$ cat config.mk
export PLATFORM = sky130hd
export DESIGN_NAME = spi_bus_arbiter
export DESIGN_NICKNAME = d
export VERILOG_FILES = /design/src/rtl/spi_bus_arbiter.sv
export SDC_FILE = /design/constraint.sdc
export NUM_CORES = 1
export LEC_CHECK = 0
export CAP_MARGIN = 10
export CORE_UTILIZATION = 30
export DETAILED_ROUTE_END_ITERATION = 10
export HOLD_SLACK_MARGIN = 0.06
export SYNTH_ARGS = -nofsm -noshare
export SYNTH_HDL_FRONTEND = slang
export SYNTH_SLANG_ARGS = --single-unit
$ cat constraint.sdc
create_clock -name clk -period 3.95 [get_ports clk]
set_clock_uncertainty 0.2 [all_clocks]
set_input_delay 0.9875 -clock clk [delete_from_list [all_inputs] [get_ports clk]]
set_output_delay 0.9875 -clock clk [all_outputs]
set_load 0.03 [all_outputs]
$ cat src/rtl/spi_bus_arbiter.sv
// Round-robin arbiter sharing one 8-bit SPI master engine among NREQ requesters.
// Owns the slave selects and engine start; sequences CS setup/hold and a per-byte watchdog.
module spi_bus_arbiter #(
    parameter int NREQ     = 4,
    parameter int CS_SETUP = 2,
    parameter int CS_HOLD  = 2,
    parameter int TIMEOUT  = 255
) (
    input  logic              clk,
    input  logic              reset,
    input  logic [NREQ-1:0]   req,
    input  logic [NREQ-1:0]   last,
    input  logic [8*NREQ-1:0] tx_data,
    output logic [NREQ-1:0]   gnt,
    output logic              byte_ack,
    output logic [7:0]        rx_data,
    output logic              err,
    output logic              eng_start,
    output logic [7:0]        eng_tx,
    input  logic              eng_done,
    input  logic [7:0]        eng_rx,
    output logic [NREQ-1:0]   ss_n
);

    localparam int IW = $clog2(NREQ);

    typedef enum logic [2:0] {
        IDLE,
        SETUP,
        LAUNCH,
        WAIT,
        ACK,
        HOLD
    } state_t;

    state_t          state, state_nx;
    logic [IW-1:0]   ptr, ptr_nx;
    logic [IW-1:0]   g, g_nx;
    logic [IW-1:0]   win;
    logic [IW:0]     sum;
    logic            found;
    logic [7:0]      cnt, cnt_nx;
    logic [7:0]      wd, wd_nx;
    logic [7:0]      tx_q, tx_nx;
    logic [7:0]      rx_nx;
    logic            last_q, last_nx;
    logic [NREQ-1:0] gnt_nx;
    logic [7:0]      tx_sel;

    assign tx_sel = tx_data[{g, 3'b000} +: 8];
    assign ss_n   = ~gnt;

    // First requester at or above the pointer, wrapping modulo NREQ.
    always_comb begin
        found = 1'b0;
        win   = '0;
        sum   = '0;
        for (int k = 0; k < NREQ; k++) begin
            sum = {1'b0, ptr} + (IW+1)'(k);
            if (sum >= (IW+1)'(NREQ)) begin
                sum = sum - (IW+1)'(NREQ);
            end
            if (!found && req[sum[IW-1:0]]) begin
                found = 1'b1;
                win   = sum[IW-1:0];
            end
        end
    end

    always_comb begin
        state_nx  = state;
        ptr_nx    = ptr;
        g_nx      = g;
        cnt_nx    = cnt;
        wd_nx     = wd;
        tx_nx     = tx_q;
        rx_nx     = rx_data;
        last_nx   = last_q;
        gnt_nx    = gnt;
        eng_start = 1'b0;
        eng_tx    = tx_q;
        byte_ack  = 1'b0;
        err       = 1'b0;
        unique case (state)
            IDLE: begin
                if (found) begin
                    g_nx        = win;
                    gnt_nx      = '0;
                    gnt_nx[win] = 1'b1;
                    cnt_nx      = '0;
                    state_nx    = SETUP;
                end
            end
            SETUP: begin
                if (cnt == 8'(CS_SETUP-1)) begin
                    state_nx = LAUNCH;
                end else begin
                    cnt_nx = cnt + 8'd1;
                end
            end
            LAUNCH: begin
                if (!req[g]) begin
                    cnt_nx   = '0;
                    state_nx = HOLD;
                end else begin
                    eng_start = 1'b1;
                    eng_tx    = tx_sel;
                    tx_nx     = tx_sel;
                    last_nx   = last[g];
                    wd_nx     = '0;
                    state_nx  = WAIT;
                end
            end
            WAIT: begin
                if (eng_done) begin
                    rx_nx    = eng_rx;
                    state_nx = ACK;
                end else if (wd == 8'(TIMEOUT-1)) begin
                    err      = 1'b1;
                    cnt_nx   = '0;
                    state_nx = HOLD;
                end else begin
                    wd_nx = wd + 8'd1;
                end
            end
            ACK: begin
                byte_ack = 1'b1;
                if (last_q) begin
                    cnt_nx   = '0;
                    state_nx = HOLD;
                end else begin
                    state_nx = LAUNCH;
                end
            end
            HOLD: begin
                if (cnt == 8'(CS_HOLD-1)) begin
                    gnt_nx   = '0;
                    ptr_nx   = (g == IW'(NREQ-1)) ? '0 : g + 1'b1;
                    state_nx = IDLE;
                end else begin
                    cnt_nx = cnt + 8'd1;
                end
            end
            default: state_nx = IDLE;
        endcase
    end

    always_ff @(posedge clk) begin
        if (reset) begin
            state   <= IDLE;
            ptr     <= '0;
            g       <= '0;
            cnt     <= '0;
            wd      <= '0;
            tx_q    <= '0;
            rx_data <= '0;
            last_q  <= 1'b0;
            gnt     <= '0;
        end else begin
            state   <= state_nx;
            ptr     <= ptr_nx;
            g       <= g_nx;
            cnt     <= cnt_nx;
            wd      <= wd_nx;
            tx_q    <= tx_nx;
            rx_data <= rx_nx;
            last_q  <= last_nx;
            gnt     <= gnt_nx;
        end
    end

endmodule
==> results.txt <==
Lkg Pwr -> 1.32 nW
worst hold path depth -> 2
initial antenna violation count -> 0
core area -> 7770 sq um
Synth top area share -> 36.4%
top-count cell post-synth -> dfxtp_1
Hold Path End -> rx_data[2]
actual slew at the worst max-slew pin -> 0.557 ns
io pins -> 78
FMAX -> 258 MHz
P&R area growth vs syn -> 45.2%
Hold Buf Count CTS -> 0
R2R setup slack -> 1.40 ns
Num CTS Buffers -> 5
Final Wtd Congestion -> 0.782
Layout Nets -> 419
crit path kind -> in -> out
Tmin final -> 3.88 ns
final core utilization -> 45.2%
top post-synthesis cells by count -> 44 x dfxtp_1, 35 x nand2_1, 21 x a21oi_1, 21 x nor2_1, 15 x inv_1
pin count of the biggest net entering global routing -> 38
type of origin of the critical path -> input pin
Worst Path Arrival -> 2.69 ns
DP Area -> 3350 sq um
Hold Slack -> 0.256 ns
Finished Layout Cells -> 466
starting density of the core -> 31.1%
Max Buffers Root-to-Sink -> 2
Post-synth EDFFs -> 0
Antenna Cells -> 0
unrepaired setup endpoints after global routing -> false
H-tree depth -> 2
clock tree root buffer cell -> clkbuf_8
gr usage total -> 15.4%
CTS tree -> done
final wirelength -> 6110 microns
synthesis-stage register bit count -> 44
top area cells in the synthesized netlist -> dfxtp_1 36%, mux4_2 8.4%, nand2_1 5.4%
drt initial violations -> 128
Syn. warnings -> 0
Clock Sink Count -> 44
Final setup viols -> 0
area leader, netlist -> dfxtp_1
Rel. slew slack -> 62.3%
Worst Path Required -> 2.76 ns
via/cell ratio -> 4.88
post-synthesis async set-or-reset flop share -> 0%
Critical Path End Type -> output pin
Seq/Total Area, Yosys -> 36.4%
row count -> 32
Port Buffers -> 77
peak supply drop -> 207 uV
Final Total Pwr -> 1.52 mW
reg2reg path depth -> 6
top_reg_cell synth -> dfxtp_1
placed cell count -> 455
FF-to-FF Start -> cnt[0]
synthesized area per cell -> 8.70 sq um
DR vias -> 2,272
Die Span X -> 91.8 microns
gr ovfl total -> 0
vias in the first global route -> 2,289
first-pass GRT wire length -> 10,500 microns
CTS clk-pin slew, worst paths -> 0.09 ns
Final Cell Area -> 3510 sq um
Hold Fails Final Rpt -> 0
dpl hpwl -> 4460 microns
Hold Startpoint -> rx_data[2]
Synth Instances -> 278
die area -> 8420 sq um
pwr dens -> 433 nW/um^2
status -> complete, no violations
layout cells sized above 1 -> 15.7%
final slew viol count -> 0
DRT antenna net count -> 0
Post-Syn Area -> 2420 sq um
Final Cycle Share -> 98.2%
DRT Pass-1 Iters -> 4
Max Cap Viol -> 0
HP Class -> reg -> reg
Fillers -> 792
Die Span Y -> 91.8 microns
clk_lat worst skew -> 0.30 ns
Synth cell types -> 48
post-DR wirelength/cell -> 13.1 microns
DRC -> 0
reg2reg end -> gnt[0]
syn_nets -> 334
crit path max fanout -> 3
[flip-flops by register name (all words and copies together), names as in the netlist]
signal	cells
wd	8
rx_data	8
last_q	1
cnt	8
ptr	2
tx_q	8
gnt	4
state	3
g	2
[where the power goes]
part,leakage [nW],internal [mW],total (mW),switching [mW]
logic,0.898,0.288,0.614,0.326
registers,0.356,0.485,0.534,0.0486
clock network,0.0614,0.207,0.372,0.165
[per-stage QoR]
step	worst slack [ns]	TNS, ns
global route	0.00215	0
CTS	-0.00338	-0.00338
finish	0.0703	0
detailed placement	-0.349	-2.78
floorplan	0.490	0
global placement	-0.348	-2.82
[logic make-up (layout without fill, tap and decap cells)]
group | after synthesis | count (layout) | synth area share (%)
XOR/XNOR | 6 | 6 | 2.17
adder cells (fa/ha/maj) | 5 | 5 | 2.59
AO/OA/AOI/OAI | 52 | 52 | 14.2
flip-flops | 44 | 44 | 36.4
AND/OR/NAND/NOR | 117 | 117 | 24.8
multiplexers | 23 | 23 | 14.7
buffers and inverters | 31 | 117 | 5.02
[worst max-delay path by stage]
stage	startpoint	end	slack (ns)
after floorplan	req[3]	eng_tx[0]	0.49
after global placement	req[3]	eng_tx[0]	-0.35
after detailed placement	req[3]	eng_tx[1]	-0.35
after CTS	req[3]	eng_tx[1]	-0.003
after global routing	req[1]	eng_tx[7]	0.002
final	req[1]	eng_tx[7]	0.07
[layer usage]
layer | GRT usage (%) | up-vias | share of wire, % | routed length (microns)
li1 | - | 1164 | - | -
met1 | 20.6 | 1042 | 48 | 2940
met2 | 24.5 | 59 | 46 | 2780
met3 | 3.32 | 7 | 4.7 | 289
met4 | 5.34 | 0 | 1.5 | 92
met5 | 0 | - | 0 | 0
[placed cells by master, fill, tap and decap left out, types with 9 or more instances in the layout]
cell,instances
a21oi_1,21
clkdlybuf4s50_1,65
buf_4,15
nor3_1,12
dfxtp_1,44
mux2_2,9
nor2_1,21
nand2_1,35
inv_1,15
nor2b_1,12
mux4_2,9
[critical path, cell delays in order]
cell	delay, ns
clkdlybuf4s50_1	0.41
mux2_2	0.31
a32oi_4	0.22
buf_6	0.16
buf_12	0.10
mux2_2	0.32
buf_2	0.18
[timing repair]
action,CTS,global route
endpoints found under the setup margin,9,7
gates cloned,1,0
buffers inserted,2,0
pin swaps,0,1
gates resized for setup,38,14
[area by class of cell]
cell class	count	area, sq um	share of cell area, %
Clock buffer	6	82.6	2.35
Clock inverter	2	38.8	1.11
Inverter	15	56.3	1.60
Multi-Input combinational cell	203	1440	41.0
Sequential cell	44	881	25.1
Tap cell	102	128	3.64
Timing Repair Buffer	94	886	25.2
(Power assumes the default switching activity.)
